`src/rtl/ctrl_pkg.sv`:
```
// Shared definitions for the instruction sequencer: opcodes, instruction
// field positions, FSM state encoding and the datapath width.
package ctrl_pkg;

  localparam int DATA_W = 8;

  localparam int OPC_MSB = 7;
  localparam int OPC_LSB = 5;
  localparam int RD_BIT  = 4;
  localparam int RS_BIT  = 3;
  localparam int IMM_MSB = 2;
  localparam int IMM_LSB = 0;

  localparam logic [2:0] OP_NOP  = 3'b000;
  localparam logic [2:0] OP_ADD  = 3'b001;
  localparam logic [2:0] OP_SUB  = 3'b010;
  localparam logic [2:0] OP_AND  = 3'b011;
  localparam logic [2:0] OP_OR   = 3'b100;
  localparam logic [2:0] OP_LDI  = 3'b101;
  localparam logic [2:0] OP_MUL  = 3'b110;
  localparam logic [2:0] OP_HALT = 3'b111;

  typedef enum logic [2:0] {
    S_IDLE,
    S_DECODE,
    S_EXEC,
    S_MUL,
    S_WB,
    S_HALTED
  } state_t;

endpackage

```
`src/rtl/mul_shift_add.sv`:
```
// Iterative shift-add multiplier. The first partial product is folded into
// the start cycle so the full product is ready after exactly MUL_STEPS cycles.
module mul_shift_add
  import ctrl_pkg::*;
#(
  parameter int MUL_STEPS = DATA_W
) (
  input  logic                clk,
  input  logic                rst_n,
  input  logic                start,
  input  logic [DATA_W-1:0]   a,
  input  logic [DATA_W-1:0]   b,
  output logic                busy,
  output logic                done,
  output logic [2*DATA_W-1:0] product
);

  localparam int CNT_W = $clog2(MUL_STEPS + 1);

  logic [DATA_W-1:0] mcand;
  logic [CNT_W-1:0]  cnt;

  // Upper half accumulates the multiplicand, lower half shifts out multiplier bits.
  function automatic logic [2*DATA_W-1:0] step(input logic [2*DATA_W-1:0] acc,
                                               input logic [DATA_W-1:0]   m);
    logic [DATA_W:0] upper;
    upper = {1'b0, acc[2*DATA_W-1:DATA_W]} + (acc[0] ? {1'b0, m} : '0);
    return {upper, acc[DATA_W-1:1]};
  endfunction

  always_ff @(posedge clk or negedge rst_n) begin
    if (!rst_n) begin
      busy    <= 1'b0;
      cnt     <= '0;
      mcand   <= '0;
      product <= '0;
    end else if (start) begin
      product <= step({{DATA_W{1'b0}}, b}, a);
      mcand   <= a;
      cnt     <= CNT_W'(MUL_STEPS - 1);
      busy    <= 1'b1;
    end else if (busy) begin
      if (cnt != '0) begin
        product <= step(product, mcand);
        cnt     <= cnt - 1'b1;
      end else begin
        busy <= 1'b0;
      end
    end
  end

  assign done = busy && (cnt == '0);

endmodule

```
`src/rtl/ctrl_sequencer.sv`:
```
// Multi-cycle sequencer driving a two-entry register file.
// Define SEQ_MUL_EN to enable opcode 110 (MUL) via mul_shift_add.
module ctrl_sequencer
  import ctrl_pkg::*;
#(
  parameter int MUL_STEPS = 8
) (
  input  logic              clk,
  input  logic              rst_n,
  input  logic [DATA_W-1:0] instr,
  input  logic              instr_valid,
  output logic              instr_ready,
  output logic              read_register,
  output logic              write_register,
  output logic              register_write,
  output logic [DATA_W-1:0] write_data,
  input  logic [DATA_W-1:0] read_data1,
  input  logic [DATA_W-1:0] read_data2,
  output logic              zero_flag,
  output logic              carry_flag,
  output logic              illegal_op,
  output logic              halted
);

  if (MUL_STEPS != DATA_W) begin : g_bad_mul_steps
    $error("MUL_STEPS must equal the data width");
  end

  state_t            state, next_state;
  logic [DATA_W-1:0] instr_q;
  logic [2:0]        opcode;
  logic [DATA_W:0]   sum9, diff9;
  logic [DATA_W-1:0] alu_res;
  logic              alu_carry;
  logic              illegal;
  logic              accept;

`ifdef SEQ_MUL_EN
  logic                mul_start, mul_busy, mul_done;
  logic [2*DATA_W-1:0] mul_product;

  mul_shift_add #(.MUL_STEPS(MUL_STEPS)) u_mul (
    .clk     (clk),
    .rst_n   (rst_n),
    .start   (mul_start),
    .a       (read_data1),
    .b       (read_data2),
    .busy    (mul_busy),
    .done    (mul_done),
    .product (mul_product)
  );
`endif

  assign opcode         = instr_q[OPC_MSB:OPC_LSB];
  assign read_register  = instr_q[RS_BIT];
  assign write_register = instr_q[RD_BIT];
  assign accept         = (state == S_IDLE) && instr_valid && instr_ready;
  assign sum9           = {1'b0, read_data1} + {1'b0, read_data2};
  assign diff9          = {1'b0, read_data1} - {1'b0, read_data2};

  always_comb begin
    next_state = state;
    illegal    = 1'b0;
    alu_res    = '0;
    alu_carry  = 1'b0;
`ifdef SEQ_MUL_EN
    mul_start  = 1'b0;
`endif
    case (opcode)
      OP_ADD: begin alu_res = sum9[DATA_W-1:0];  alu_carry = sum9[DATA_W];  end
      OP_SUB: begin alu_res = diff9[DATA_W-1:0]; alu_carry = diff9[DATA_W]; end
      OP_AND: alu_res = read_data1 & read_data2;
      OP_OR:  alu_res = read_data1 | read_data2;
      OP_LDI: alu_res = {{(DATA_W-3){1'b0}}, instr_q[IMM_MSB:IMM_LSB]};
      default: ;
    endcase
    case (state)
      S_IDLE:   if (accept) next_state = S_DECODE;
      S_DECODE: next_state = S_EXEC;
      S_EXEC: begin
        case (opcode)
          OP_NOP:  next_state = S_IDLE;
          OP_HALT: next_state = S_HALTED;
          OP_MUL: begin
`ifdef SEQ_MUL_EN
            next_state = S_MUL;
            mul_start  = 1'b1;
`else
            illegal    = 1'b1;
            next_state = S_IDLE;
`endif
          end
          default: next_state = S_WB;
        endcase
      end
`ifdef SEQ_MUL_EN
      S_MUL:    if (mul_done || !mul_busy) next_state = S_WB;
`endif
      S_WB:     next_state = S_IDLE;
      S_HALTED: next_state = S_HALTED;
      default:  next_state = S_IDLE;
    endcase
  end

  // Result and flags are loaded on entry to WB so they only change there.
  always_ff @(posedge clk or negedge rst_n) begin
    if (!rst_n) begin
      state       <= S_IDLE;
      instr_q     <= '0;
      instr_ready <= 1'b0;
      write_data  <= '0;
      zero_flag   <= 1'b0;
      carry_flag  <= 1'b0;
    end else begin
      state       <= next_state;
      instr_ready <= (next_state == S_IDLE);
      if (accept) instr_q <= instr;
      if (state == S_EXEC && next_state == S_WB) begin
        write_data <= alu_res;
        zero_flag  <= (alu_res == '0);
        carry_flag <= alu_carry;
      end
`ifdef SEQ_MUL_EN
      if (state == S_MUL && next_state == S_WB) begin
        write_data <= mul_product[DATA_W-1:0];
        zero_flag  <= (mul_product[DATA_W-1:0] == '0);
        carry_flag <= |mul_product[2*DATA_W-1:DATA_W];
      end
`endif
    end
  end

  assign register_write = (state == S_WB);
  assign illegal_op     = illegal;
  assign halted         = (state == S_HALTED);

endmodule

```
`config.mk`:
```
export PLATFORM = sky130hd
export DESIGN_NAME = ctrl_sequencer
export DESIGN_NICKNAME = d
export VERILOG_FILES = /design/src/rtl/ctrl_pkg.sv /design/src/rtl/mul_shift_add.sv /design/src/rtl/ctrl_sequencer.sv
export SDC_FILE = /design/constraint.sdc
export NUM_CORES = 1
export LEC_CHECK = 0
export BUFFER_PORTS_ARGS = -buffer_cell sky130_fd_sc_hd__buf_4
export CAP_MARGIN = 30
export CELL_PAD_IN_SITES_DETAIL_PLACEMENT = 1
export CELL_PAD_IN_SITES_GLOBAL_PLACEMENT = 1
export CORE_ASPECT_RATIO = 1.75
export CORE_MARGIN = 3
export CORE_UTILIZATION = 42
export CTS_CLUSTER_SIZE = 14
export DETAILED_ROUTE_END_ITERATION = 7
export PLACE_DENSITY_LB_ADDON = 0.1
export REMOVE_ABC_BUFFERS = 1
export SLEW_MARGIN = 20
export SYNTH_ARGS = -nofsm -noshare
export SYNTH_HDL_FRONTEND = slang
export SYNTH_SLANG_ARGS = --single-unit
```
`constraint.sdc`:
```
create_clock -name clk -period 2.2 [get_ports clk]
set_input_delay 0.44 -clock clk [delete_from_list [all_inputs] [get_ports clk]]
set_output_delay 0.44 -clock clk [all_outputs]
set_load 0.1 [all_outputs]
```
# Word level (Yosys, flattened, before mapping)
# Index checks and enable logic that the tools add are counted.
# totals
regBits	22
ram_bits	0
input_bits	27
memories	0
mem_bits_ro	0
latch_bits	0
# classes
n_mux	7
multipliers	0
n_bitwise	2
add_sub_neg	2
shift	0
div	0
magnitude_cmp	0
n_reduce_logical	8
n_eq_ne	12
# op_table
op	n
$pmux 8 s5	1
$eq 3x3->1 const B	7
$pmux 3 s4	1
$add 8x8->9	1
$eq 3x2->1 const B	3
$logic_not 3->1	3
$sub 8x8->9	1
$and 8x8->8	1
$logic_not 8->1	1
$or 8x8->8	1
$eq 3x1->1 const B	2
$pmux 3 s2	1
$logic_and 1x1->1	3
$mux 3	1
$mux 1	2
$pmux 1 s2	1
$reduce_or 2->1	1

# Logic depth before layout (Yosys ltp)
# logic_depth
ltp_word	7
ltp_mapped	9
depth_no_buf	9

# Worst setup path after synthesis
# OpenSTA, ideal clock, no wires.
# synth_path
path_kind	reg-to-output
start	reg state[2]
end	out illegal_op
required_time_ns	1.760
arrival_time_ns	2.850
path_stages_with_launch	3
slack_ns	-1.090
n_path_buf	0
cell_sequence	dfrtp_1 -> or3b_1 -> nor3_1
# synth_between
elab_chain_len	2
# synth_lines
item	line	text
from (decl)	ctrl_sequencer.sv:29	state_t state, next_state;
from (signal assigned)	ctrl_sequencer.sv:115	state <= next_state;
$eq 3x2->1	ctrl_sequencer.sv:77	case (state)
$mux 1	ctrl_sequencer.sv:77	
to (decl)	ctrl_sequencer.sv:21	output logic illegal_op,
# Every way passes these cells.

# Final worst setup path
# layout_path
start	in read_data2[0]
end	reg zero_flag
# layout_between
elab_chain_len	3
word_cells_on_any_way	6
cone_classes	add/sub (2); mux (1); bitwise (2); reduce/logical (1)
# layout_lines
item	line	text
from (decl)	ctrl_sequencer.sv:18	input logic [DATA_W-1:0] read_data2,
$sub 8x8->9, or another cell as far along	ctrl_sequencer.sv:59	assign diff9 = {1'b0, read_data1} - {1'b0, read_data2};
$pmux 8 s5 (*)	ctrl_sequencer.sv:69	case (opcode)
$logic_not 8->1 (*)	ctrl_sequencer.sv:120	zero_flag <= (alu_res == '0);
to (signal assigned)	ctrl_sequencer.sv:120	
to (decl)	ctrl_sequencer.sv:19	output logic zero_flag,
# Every way passes the cells marked *; elsewhere a longest branch is shown, timed or not.
# A chain may end at the register's enable or synchronous reset.

==> impl_metrics.csv <==
group,metric,value,unit
timing,rsz0062_at_grt,"yes",
global_routing,antenna_found_initial,0,
flow_run,max_cap_violations,0,
floorplan,die_area,0.005927,mm^2
cts,cts_buffers,3,
synthesis,netlist_area,0.002103,mm^2
global_routing,grtUsageTotal,26.33,%
finish,nNetsFinal,372,
worst_setup_path,cp_max_fo,3,
pwr,vdd_ir_drop_max,1.254,mV
timing,maxSlewViolCount,0,
synthesis,yosysSeqAreaShare,26.17,%
cts,cts_buffer_depth,2,
route,first_pass_iters,4,
synthesis,ys_ff_latch,22,
route,route.detailed.drc,0,
synthesis,synth_top_area_share,26.17,%
cts,postCtsHoldBufs,0,
floorplan,ios,43,
floorplan,die_w,59.50,um
synthesis,avgSynthCellArea,9.027,um^2
cts,clk_latency,260,ps
route,antenna_left,0,
finish,n_antenna_cell,0,
finish,fillCellCount,572,
global_routing,grt_max_degree,23,
synthesis,synth_edf_count,0,
worst_setup_path,arrival,2430,ps
worst_setup_path,crit_slowest_cell,"fa_1",
floorplan,rows,33,
worst_setup_path,critPathTopFamily,"compound AO/OA/AOI/OAI gates",
floorplan,die_h,99.62,um
timing,clock.fmax,0.4427,GHz
finish,final_cell_mix,"89 x buf_4, 26 x inv_1, 21 x dfrtp_1",
cts,cts_tree,"done",
route,via_per_inst,5.995,
timing,fin_crit_sh,102.7,%
synthesis,ys_warn_count,0,
worst_setup_path,cp-end-kind,"flip-flop",
synthesis,synthFlopType,"dfrtp_1",
finish,drive_above_1_share,44.97,%
timing,hold_viol_final,0,
cts,clkTransAtPathRegs,80,ps
place,placed_cell_area,0.002801,mm^2
status,status,"finished with violations",
cts,cts-root-buf,"clkbuf_8",
finish,final_common_cell,"buf_4",
status,violations,"negative setup slack",
route,post_drt_wl_per_cell,20.60,um
place,finalWeightedCongestion,0.8686,
cts,htreeDepth,1,
synthesis,yosys-top-cells-area,"dfrtp_1 26%, ha_1 14%, inv_1 4.8%, mux2_2 4.3%, a21oi_1 3.1%",
worst_setup_path,cpPeakStageDelay,430,ps
global_routing,grt_first_pass_wirelength,11940,um
floorplan,coreArea,0.004748,mm^2
finish,post-route-util,64.53,%
timing,worst_slew_pin_slew,801.2,ps
place,portBuffers,42,
worst_setup_path,crit_required,2370,ps
finish,stdcell_area,0.003064,mm^2
global_routing,grt-ovfl-total,0,
timing,setup_viol,1,
pwr,leakage,1.440,nW
cts,cts_sinks,22,
place,dpl.hpwl,5670,um
timing,max-slew-margin-rel,46.14,%
timing,finalWorstPathRequiredPeriod,2259,ps
synthesis,synth_cell_types,63,
timing,finClkSkew,2.113,ps
synthesis,syn_inst,233,
route,routed_wirelength,7623,um
worst_setup_path,critPathBufInv,1,
place,place_ws,-416.4,ps
route,drt-initial-drc-count,57,
worst_setup_path,worst-setup-path-type,"input pin to flip-flop",
timing,whs,56.94,ps
worst_setup_path,worst_setup_path_start_kind,"input pin",
timing,worst_slack,-58.68,ps
finish,multiInputGateArea,0.001569,mm^2
global_routing,grt_pass1_vias,2433,
finish,syn2layout_area_growth,45.69,%
route,vias,2218,
floorplan,start_util,44.30,%
worst_setup_path,crit_chain,"buf_8, ha_4, fa_1, mux2_4, a221oi_4, a2bb2o_4, nor4_2, nand4_1, o32ai_2",
pwr,power,4.046,mW
pwr,powerDensity,1320,mW/mm^2
hold_path,min_path_type,"input pin to async pin",
synthesis,synth.largest_area_cell,"dfrtp_1",
synthesis,async_flop_share,100.0,%
finish,regArea,551.8,um^2
-- where the power goes --
part	switching, mW	leakage, nW	total, mW	internal, mW
registers	0.210	0.266	0.809	0.600
clock network	0.132	0.0357	0.375	0.243
logic	1.84	1.14	2.86	1.02
total	2.19	1.44	4.05	1.86
-- sequential cells by signal, summed over array words and instances (netlist names) --
signal and flops:
instr_ready 1, instr_q 8, state 3, write_data 8, zero_flag 1, carry_flag 1
-- layer usage --
layer  share of wire, %  GRT usage (%)  wire length [um]
met2                 59          53.66              4508
met3                2.5          1.688               187
met5                  0              0                 0
met4                3.1          9.727               238
met1                 35          25.53              2690
-- path summary, 6_finish.rpt --
| check | from | endpoint | slack, ps | depth (start not counted) |
|---|---|---|---|---|
| setup / recovery | read_data2[0] | zero_flag | -60 | 9 |
| hold / removal | rst_n | instr_q[3] | 60 | 1 |
| setup reg to reg | instr_q[5] | zero_flag | -30 | 6 |
| hold reg to reg | instr_q[3] | instr_q[3] | 520 | 1 |
| max in group asynchronous | rst_n | instr_q[6] | 1900 | 1 |
| min in group clk | instr[7] | instr_q[7] | 390 | 3 |
-- cells in the mapped netlist, drive strengths merged (3+ instances only) --
cell type and instances:
inv 27, ha 24, dfrtp 22, a21oi 14, nand2 12, o21ai 12
mux2 10, nor3b 8, buf 7, nor3 7, a31oi 5, nand3 5
nor2 5, clkbuf 4, nor2b 4, o31ai 4, or3b 4, a211oi 3
a2bb2oi 3, nand3b 3, nor4 3, o211ai 3, or2 3
-- through the flow --
step	TNS, ps	instances
after floorplan	-4183	222
after global placement	-1399	365
after detailed placement	-1871	365
after CTS	-50.72	369
after global routing	-139.6	370
final	-58.68	370
-- area by class of cell --
class | count | area share (%)
multi-input combinational | 173 | 51.20
timing repair buffer | 92 | 23.03
sequential | 22 | 18.01
inverter | 27 | 3.307
tap | 52 | 2.123
clock buffer | 3 | 1.347
clock inverter | 1 | 0.9800
-- cells by family after synthesis --
kind of cell / after synthesis / synth area share, %
buffers and inverters: 38 / 7.495
DFF: 22 / 26.17
AOI/OAI and AO/OA: 69 / 24.09
adders and majority gates: 26 / 16.18
muxes: 10 / 5.711
xor gates and xnor gates: 2 / 0.8330
and+or+nand+nor: 66 / 19.51
-- timing repair --
item,CTS,global route
buffers inserted,0,1
pin swaps,7,5
cloned,0,0
setup endpoints to repair,6,5
gates resized for setup,16,24
Power figures use the tool's default switching activity.
